--- src/rtl/pulse_sched_pkg.sv ---
`default_nettype none
// ============================================================================
// Module   : pulse_sched_pkg
// Brief    : Shared state encoding and LFSR constants for the pulse scheduler.
// Revision : 1.0 - initial release
// ============================================================================
package pulse_sched_pkg;

   typedef enum logic [1:0] {
      IDLE = 2'd0,
      HIGH = 2'd1,
      GAP  = 2'd2,
      DONE = 2'd3
   } state_e;

   // Galois taps for x^16 + x^14 + x^13 + x^11 + 1 (right-shifting form)
   localparam logic [15:0] LFSR_SEED = 16'hACE1;
   localparam logic [15:0] LFSR_TAPS = 16'hB400;

endpackage
`default_nettype wire

--- src/rtl/pulse_lfsr.sv ---
`default_nettype none
// ============================================================================
// Module   : pulse_lfsr
// Brief    : Free-running Galois LFSR with masked low-bits output.
//            Optional seed loading when PULSE_SCHED_SEED_LOAD_EN is defined.
// Revision : 1.0 - initial release
// ============================================================================
module pulse_lfsr
   import pulse_sched_pkg::*;
#(
   parameter int LFSR_W = 16,
   parameter int GAP_W  = 8
) (
   input  logic              clk,
   input  logic              rst_n,
   input  logic              ena,
`ifdef PULSE_SCHED_SEED_LOAD_EN
   input  logic              seed_load,
   input  logic [LFSR_W-1:0] seed_in,
`endif
   input  logic [GAP_W-1:0]  mask,
   output logic [GAP_W-1:0]  masked
);

   localparam logic [LFSR_W-1:0] c_seed = LFSR_W'(LFSR_SEED);
   localparam logic [LFSR_W-1:0] c_taps = LFSR_W'(LFSR_TAPS);

   logic [LFSR_W-1:0] r_lfsr;
   logic [LFSR_W-1:0] w_next;

   always_comb begin
      w_next = (r_lfsr >> 1) ^ (r_lfsr[0] ? c_taps : '0);
`ifdef PULSE_SCHED_SEED_LOAD_EN
      // a zero seed would lock the register, so fall back to the reset seed
      if (seed_load) begin
         w_next = (seed_in == '0) ? c_seed : seed_in;
      end
`endif
   end

   always_ff @(posedge clk or negedge rst_n) begin
      if (!rst_n) begin
         r_lfsr <= c_seed;
      end else if (ena) begin
         r_lfsr <= w_next;
      end
   end

   assign masked = r_lfsr[GAP_W-1:0] & mask;

endmodule
`default_nettype wire

--- src/rtl/pulse_burst_scheduler.sv ---
`default_nettype none
// ============================================================================
// Module   : pulse_burst_scheduler
// Brief    : Emits bursts of fixed-width pulses separated by min_gap plus an
//            LFSR-randomised extension. Macro PULSE_SCHED_SEED_LOAD_EN adds
//            seed_load/seed_in ports for reseeding the LFSR.
// Revision : 1.0 - initial release
// ============================================================================
module pulse_burst_scheduler
   import pulse_sched_pkg::*;
#(
   parameter int CNT_W  = 8,
   parameter int GAP_W  = 8,
   parameter int PW_W   = 4,
   parameter int LFSR_W = 16
) (
   input  logic              clk,
   input  logic              rst_n,
   input  logic              ena,
   input  logic              start,
   input  logic              abort,
   input  logic [CNT_W-1:0]  burst_len,
   input  logic [PW_W-1:0]   pulse_width,
   input  logic [GAP_W-1:0]  min_gap,
   input  logic [GAP_W-1:0]  gap_mask,
`ifdef PULSE_SCHED_SEED_LOAD_EN
   input  logic              seed_load,
   input  logic [LFSR_W-1:0] seed_in,
`endif
   output logic              pulse,
   output logic              busy,
   output logic              done,
   output logic [CNT_W-1:0]  pulses_left
);

   // one down-counter serves both the pulse width and the (GAP_W+1)-bit gap
   localparam int c_tmr_w = (GAP_W + 1 > PW_W) ? GAP_W + 1 : PW_W;

   state_e             r_state;
   logic               r_pulse;
   logic [CNT_W-1:0]   r_left;
   logic [c_tmr_w-1:0] r_tmr;
   logic [PW_W-1:0]    r_pw;
   logic [GAP_W-1:0]   r_min_gap;
   logic [GAP_W-1:0]   r_mask;

   logic [GAP_W-1:0]   w_masked;
   logic [GAP_W:0]     w_gap;
   logic [GAP_W:0]     w_gap_m1;
   logic [PW_W-1:0]    w_pw_new_m1;
   logic [PW_W-1:0]    w_pw_cur_m1;

   pulse_lfsr #(
      .LFSR_W (LFSR_W),
      .GAP_W  (GAP_W)
   ) u_lfsr (
      .clk       (clk),
      .rst_n     (rst_n),
      .ena       (ena),
`ifdef PULSE_SCHED_SEED_LOAD_EN
      .seed_load (seed_load),
      .seed_in   (seed_in),
`endif
      .mask      (r_mask),
      .masked    (w_masked)
   );

   // timer reload values are the effective length minus one
   assign w_gap       = {1'b0, r_min_gap} + {1'b0, w_masked};
   assign w_gap_m1    = (w_gap == '0) ? '0 : w_gap - 1'b1;
   assign w_pw_new_m1 = (pulse_width == '0) ? '0 : pulse_width - 1'b1;
   assign w_pw_cur_m1 = (r_pw == '0) ? '0 : r_pw - 1'b1;

   always_ff @(posedge clk or negedge rst_n) begin
      if (!rst_n) begin
         r_state   <= IDLE;
         r_pulse   <= 1'b0;
         r_left    <= '0;
         r_tmr     <= '0;
         r_pw      <= '0;
         r_min_gap <= '0;
         r_mask    <= '0;
      end else if (ena) begin
         if (abort && (r_state != IDLE)) begin
            r_state <= IDLE;
            r_pulse <= 1'b0;
            r_left  <= '0;
            r_tmr   <= '0;
         end else begin
            case (r_state)
               IDLE: begin
                  if (start && !abort) begin
                     r_pw      <= pulse_width;
                     r_min_gap <= min_gap;
                     r_mask    <= gap_mask;
                     if (burst_len == '0) begin
                        r_state <= DONE;
                     end else begin
                        r_state <= HIGH;
                        r_pulse <= 1'b1;
                        r_left  <= burst_len - 1'b1;
                        r_tmr   <= c_tmr_w'(w_pw_new_m1);
                     end
                  end
               end
               HIGH: begin
                  if (r_tmr == '0) begin
                     r_pulse <= 1'b0;
                     if (r_left == '0) begin
                        r_state <= DONE;
                     end else begin
                        r_state <= GAP;
                        r_tmr   <= c_tmr_w'(w_gap_m1);
                     end
                  end else begin
                     r_tmr <= r_tmr - 1'b1;
                  end
               end
               GAP: begin
                  if (r_tmr == '0) begin
                     r_state <= HIGH;
                     r_pulse <= 1'b1;
                     r_left  <= r_left - 1'b1;
                     r_tmr   <= c_tmr_w'(w_pw_cur_m1);
                  end else begin
                     r_tmr <= r_tmr - 1'b1;
                  end
               end
               DONE: begin
                  r_state <= IDLE;
               end
               default: begin
                  r_state <= IDLE;
               end
            endcase
         end
      end
   end

   assign pulse       = r_pulse;
   assign busy        = (r_state != IDLE);
   assign done        = (r_state == DONE);
   assign pulses_left = r_left;

endmodule
`default_nettype wire

--- config.mk ---
export PLATFORM = sky130hd
export DESIGN_NAME = pulse_burst_scheduler
export DESIGN_NICKNAME = d
export VERILOG_FILES = /design/src/rtl/pulse_sched_pkg.sv /design/src/rtl/pulse_lfsr.sv /design/src/rtl/pulse_burst_scheduler.sv
export SDC_FILE = /design/constraint.sdc
export NUM_CORES = 1
export LEC_CHECK = 0
export CORE_UTILIZATION = 55
export DETAILED_ROUTE_END_ITERATION = 7
export HOLD_SLACK_MARGIN = 0.12
export PLACE_DENSITY = 0.79
export SLEW_MARGIN = 20
export SYNTH_ARGS = -nofsm -noshare
export SYNTH_HDL_FRONTEND = slang
export SYNTH_HIERARCHICAL = 1
export SYNTH_SLANG_ARGS = --single-unit
--- constraint.sdc ---
create_clock -name clk -period 3.5 [get_ports clk]
set_clock_uncertainty 0.15 [all_clocks]
set_input_delay 0.7 -clock clk [delete_from_list [all_inputs] [get_ports clk]]
set_output_delay 0.7 -clock clk [all_outputs]
set_load 0.01 [all_outputs]
## After elaboration in Yosys (flattened, before gate mapping)

Index checks and enable logic that the tools add are counted.

| word-level totals | value |
|---|---|
| output and inout port bits | 11 |
| input bits | 33 |
| word-level logic and storage cells | 73 |
| register bits after elaboration | 56 |

| cells by class | value |
|---|---|
| multiplexer cells | 29 |
| reduce and logical (&&, ||, !) cells | 18 |
| bitwise logic cells | 3 |
| add/subtract/negate cells | 7 |
| eq/ne operators | 8 |

Operator list:

| cell | count |
|---|---|
| 9-bit 2-to-1 mux | 7 |
| 8-bit 2-to-1 mux | 4 |
| 9-bit case mux with 3 select lines | 1 |
| 9-bit zero test | 2 |
| 9-bit by 1-bit subtractor with 9-bit output, second input constant | 2 |
| 8-bit zero test | 2 |
| 16-bit 2-to-1 mux | 1 |
| 8-bit case mux with 2 select lines | 1 |
| 8-bit by 1-bit subtractor with 8-bit output, second input constant | 2 |
| 15-bit by 16-bit XOR with 16-bit output | 1 |
| 3-bit inequality test, second input constant | 4 |
| 2-bit 2-to-1 mux | 5 |
| 5-bit AND reduction | 2 |
| 8-bit by 8-bit adder with 9-bit output | 1 |
| 8-bit AND | 1 |
| 4-bit zero test | 2 |
| 4-bit 2-to-1 mux | 2 |
| 2-bit case mux with 4 select lines | 1 |
| 4-bit AND reduction | 2 |
| 4-bit by 1-bit subtractor with 4-bit output, second input constant | 2 |
| 1-bit 2-to-1 mux | 6 |
| 6-bit AND reduction | 1 |
| 2-bit equality test, second input constant | 2 |
| 4-bit inequality test, second input constant | 1 |
| other kinds (9) | 10 |

## Logic depth before layout (Yosys ltp)

| depth | value |
|---|---|
| depth after elaboration | 8 |
| depth in mapped cells | 12 |
| mapped depth without buffers | 10 |

## By module

The synthesis kept the hierarchy.

Modules (own cells, without submodules):

| module | sequential area each (sq um) | instances | area each (sq um) | cells an instance |
|---|---|---|---|---|
| pulse_burst_scheduler | 1001.0 | 1 | 3084.2 | 349 |
| pulse_lfsr | 410.4 | 1 | 710.7 | 49 |

## Worst setup path before layout

OpenSTA, ideal clock, no wires.

| timing path | value |
|---|---|
| path kind | reg2reg |
| from | reg u_lfsr.r_lfsr[0] |
| to | reg r_tmr[4] |
| data arrival time | 2767 ps |
| stages on the path, launching flop included | 11 |
| data required time | 3218 ps |
| setup slack | 451 ps |
| clock period less this slack | 3049 ps |
| setup time | 132 ps |
| path buffers | 1 |
| cells stage by stage | dfstp_2 > buf_2 > and2_1 > ha_1 > fa_1 > a211oi_2 > or3b_2 > o311ai_1 > or4_1 > o2111ai_2 > o21ai_0 |

| on the way | value |
|---|---|
| cells in the longest elaborated chain, start to end | 8 |
| elaborated cells between the ends (all ways) | 9 |
| those cells by class | add/sub: 2; mux: 5; bitwise: 1; reduce/logical: 1 |

RTL lines:

| what | RTL line | text |
|---|---|---|
| start, declared | pulse_lfsr.sv:28 | `logic [LFSR_W-1:0] r_lfsr;` |
| start signal, assigned | pulse_lfsr.sv:43 | `r_lfsr <= c_seed;` |
| start signal, assigned | pulse_lfsr.sv:45 | `r_lfsr <= w_next;` |
| 8-bit AND (*) | pulse_lfsr.sv:49 | `assign masked = r_lfsr[GAP_W-1:0] & mask;` |
| named net w_masked[0] | pulse_burst_scheduler.sv:47 | `logic [GAP_W-1:0] w_masked;` |
| 8-bit by 8-bit adder with 9-bit output (*) | pulse_burst_scheduler.sv:69 | `assign w_gap = {1'b0, r_min_gap} + {1'b0, w_masked};` |
| 9-bit by 1-bit subtractor with 9-bit output / 9-bit zero test (equally long branches) | pulse_burst_scheduler.sv:70 | `assign w_gap_m1 = (w_gap == '0) ? '0 : w_gap - 1'b1;` |
| 9-bit 2-to-1 mux (*) | pulse_burst_scheduler.sv:70 |  |
| 9-bit 2-to-1 mux (*) | pulse_burst_scheduler.sv:109 | `if (r_left == '0) begin` |
| 9-bit 2-to-1 mux (*) | pulse_burst_scheduler.sv:107 | `if (r_tmr == '0) begin` |
| 9-bit case mux with 3 select lines (*) | pulse_burst_scheduler.sv:90 | `case (r_state)` |
| 9-bit 2-to-1 mux (*) | pulse_burst_scheduler.sv:84 | `if (abort && (r_state != IDLE)) begin` |
| end signal, assigned | pulse_burst_scheduler.sv:102 | `r_tmr <= c_tmr_w'(w_pw_new_m1);` |
| end signal, assigned | pulse_burst_scheduler.sv:113 | `r_tmr <= c_tmr_w'(w_gap_m1);` |
| end signal, assigned | pulse_burst_scheduler.sv:116 | `r_tmr <= r_tmr - 1'b1;` |
| end, declared | pulse_burst_scheduler.sv:42 | `logic [c_tmr_w-1:0] r_tmr;` |

Mark *: on every way through the listed nets, which the timed path passes. The rest lies on a longest branch. The select of a mux whose other input is x is not followed.
A chain may end at the register's enable or synchronous reset.

## Worst setup path in the final report

Ends and elaborated chain as after synthesis.

==> impl_metrics.json <==
{
  "globalplace.congestion": 0.907,
  "yosys_warnings": 6,
  "p_leak_nw": 1.78,
  "htree_levels": 2,
  "grt.total_usage_pct": 23.4,
  "placement.io_buffers": 43,
  "dieWidth_um": 85.1,
  "worst_slack_ns": 0.345,
  "viasPerCell": 6.02,
  "numCtsBuffers": 5,
  "start_kind": "flip-flop",
  "core_um2": 6490,
  "highest_layer": "met4",
  "tns_ns": 0,
  "grt_max_degree": 46,
  "drt_iter0_markers": 155,
  "status": "finished clean",
  "insertion_delay_ns": 0.31,
  "cts_buffer_depth": 2,
  "cts_setup_buffers": 0,
  "slowest_stage": "or4_1",
  "area_growth_syn_to_layout_pct": 15.8,
  "critical_path_class": "flip-flop to flip-flop",
  "max_cap_violations": 0,
  "synth.cell_area_um2": 3790,
  "cts_sinks": 56,
  "firstDrtPassIters": 4,
  "fmax_ghz": 0.317,
  "postLayoutCoreUtil_pct": 67.7,
  "end_kind": "flip-flop",
  "met3WireLength_um": 285,
  "wl_per_cell_um": 15.5,
  "start_util_pct": 58.4,
  "grt_pass1_wl_um": 13700,
  "hold_class": "flip-flop to flip-flop",
  "met2_length_um": 4070,
  "clockRootBuffer": "clkbuf_8",
  "crit_path_max_fanout": 6,
  "drt-met1-wl_um": 3630,
  "syn_nets": 452,
  "die_h_um": 85.1,
  "stdcell_area_um2": 4400,
  "routed_wl_um": 8070,
  "via_count": 3129,
  "peakVddDrop_mv": 0.530,
  "cts_hold_repair.buffers": 1,
  "synthDistinctLibCells": 60,
  "power.density_nw_per_um2": 934,
  "hpwl_um": 6060,
  "drive_gt1_share_pct": 16.9,
  "post-route-period-util_pct": 90.2,
  "drc": 0,
  "die-area_um2": 7240,
  "cts.reportedPaths.clkPinSlew_ns": 0.10,
  "slew_viol_final": 0,
  "avgSynthCellArea_um2": 9.53,
  "tightest_slew_ns": 0.591,
  "worst_path_largest_cell_delay_ns": 0.66,
  "synthArstFlopShare_pct": 100,
  "numPlacedInstances": 511,
  "grt_pass1_vias": 2983,
  "hold_viol": 0,
  "fin_crit_ns": 3.16,
  "synth-seq-cells": 56,
  "cp_cell_sequence": "and2_1, ha_1, fa_1, a211oi_2, or3b_2, o311ai_1, or4_1, o2111ai_2, o21ai_0",
  "cts_resized": 0,
  "seq_area_frac_synth_pct": 37.2,
  "antenna_found_initial": 0,
  "path_delay_family": "simple AND/OR/NAND/NOR gates",
  "synth-edff-count": 0,
  "cts_tree": "built",
  "pre_cts_slack_ns": 0.337,
  "num-fill-cells": 520,
  "grt_overflow": 0,
  "synth_cells": 398,
  "fin_nets": 496,
  "final_cells": 520,
  "max_slew_margin_pct": 60.1,
  "arrival_ns": 3.20,
  "diodes": 0,
  "core.rowCount": 29,
  "setup_viol": 0,
  "rsz0062_at_grt": "no",
  "required_ns": 3.54,
  "path_buf_inv": 0,
  "synth_ff_type": "dfrtp_1",
  "ios": 44,
  "placed_area_um2": 4290,
  "ant_nets": 0
}
## Yosys cell counts (all sizes together) (7+ instances only)
master	n	area share, %
nor2	24	2.4
and2	9	1.5
a21oi	26	3.4
nor3	26	4.0
o21ai	38	5.0
dfstp	8	5.5
xnor2	13	3.0
inv	18	1.8
dfrtp	48	32
buf	7	1.6
nand2	21	2.1
ha	20	6.6
nor3b	8	1.6
nor4	8	1.3
mux2	31	9.6
clkbuf	9	0.89
## registers in the layout, indices dropped and copies added, names as in the netlist
name / count
r_state: 2
pulses_left: 8
r_tmr: 9
r_mask: 8
pulse: 1
u_lfsr/r_lfsr: 16
r_pw: 4
r_min_gap: 8
## placed cells by master, fill, tap and decap left out, types with 3 or more instances in the layout
cell / Yosys / routed
nor4_1: 8 / 8
a22oi_1: 4 / 4
clkdlybuf4s50_1: 0 / 42
nor2_1: 24 / 24
xor2_1: 6 / 6
inv_1: 18 / 18
and2_1: 9 / 9
nor2b_1: 3 / 3
nor3b_1: 8 / 8
nor3_1: 23 / 23
clkbuf_8: 0 / 6
nand2_1: 21 / 21
ha_1: 20 / 20
xnor2_1: 13 / 13
a31oi_1: 4 / 4
a221oi_1: 3 / 3
dfstp_2: 8 / 8
o31ai_1: 4 / 4
or3_1: 3 / 3
nand2b_1: 5 / 5
dfrtp_1: 48 / 48
buf_4: 0 / 9
mux2_2: 27 / 27
o2111ai_1: 4 / 4
nand3_1: 4 / 4
o21ai_0: 37 / 37
mux2_4: 4 / 4
or2_2: 3 / 3
mux2i_1: 6 / 6
a21oi_1: 26 / 26
and3_1: 4 / 4
o211ai_1: 3 / 3
## final cells by class
class / count / area (um^2) / share of cell area (%)
Timing Repair Buffer: 53 / 503 / 11.4
Multi-Input combinational cell: 308 / 2220 / 50.5
Clock inverter: 2 / 13.8 / 0.313
Sequential cell: 56 / 1410 / 32.1
Tap cell: 77 / 96.3 / 2.19
Clock buffer: 6 / 82.6 / 1.88
Inverter: 18 / 67.6 / 1.54
## logic make-up after synthesis
family	synth area share, %
adder cells (fa/ha/maj)	7.12
buffers and inverters	4.29
flip-flops	37.2
XOR/XNOR	4.39
AO/OA/AOI/OAI	17.5
AND/OR/NAND/NOR	18.4
multiplexers	11.2
## metal layers
| layer | global-route usage (%) | vias up |
|---|---|---|
| met4 | 6.01 | 0 |
| met5 | 0 | - |
| met1 | 30.5 | 1484 |
| li1 | - | 1552 |
| met2 | 40.7 | 79 |
| met3 | 3.89 | 14 |
## through the flow
stage,total power [mW],hold slack [ns]
after floorplan,3.09,0.254
after global placement,3.62,0.319
after detailed placement,3.70,0.324
after CTS,4.11,0.348
after global routing,4.46,0.370
final,4.10,0.343
## worst min-delay path: stages, from the launching register on
cell and delay (ns):
dfrtp_1 0.36, nand2_1 0.05, o21ai_0 0.06
## report_power, final
| group | internal, mW | switching, mW | leakage [nW] |
|---|---|---|---|
| sequential | 0.990 | 0.276 | 0.670 |
| clock | 0.162 | 0.216 | 0.0516 |
| combinational | 1.15 | 1.31 | 1.06 |
## final timing paths
| path | from | endpoint | slack [ns] | cells after the start |
|---|---|---|---|---|
| max | u_lfsr/r_lfsr[0] | r_tmr[4] | 0.34 | 9 |
| min | r_pw[0] | r_pw[0] | 0.34 | 2 |
| max reg2reg | u_lfsr/r_lfsr[0] | r_tmr[4] | 0.34 | 9 |
| min reg2reg | r_pw[0] | r_pw[0] | 0.34 | 2 |
| max in group asynchronous | rst_n | u_lfsr/r_lfsr[11] | 1.72 | 3 |
| min in group asynchronous | rst_n | pulses_left[4] | 0.63 | 2 |
Power figures use the tool's default switching activity.
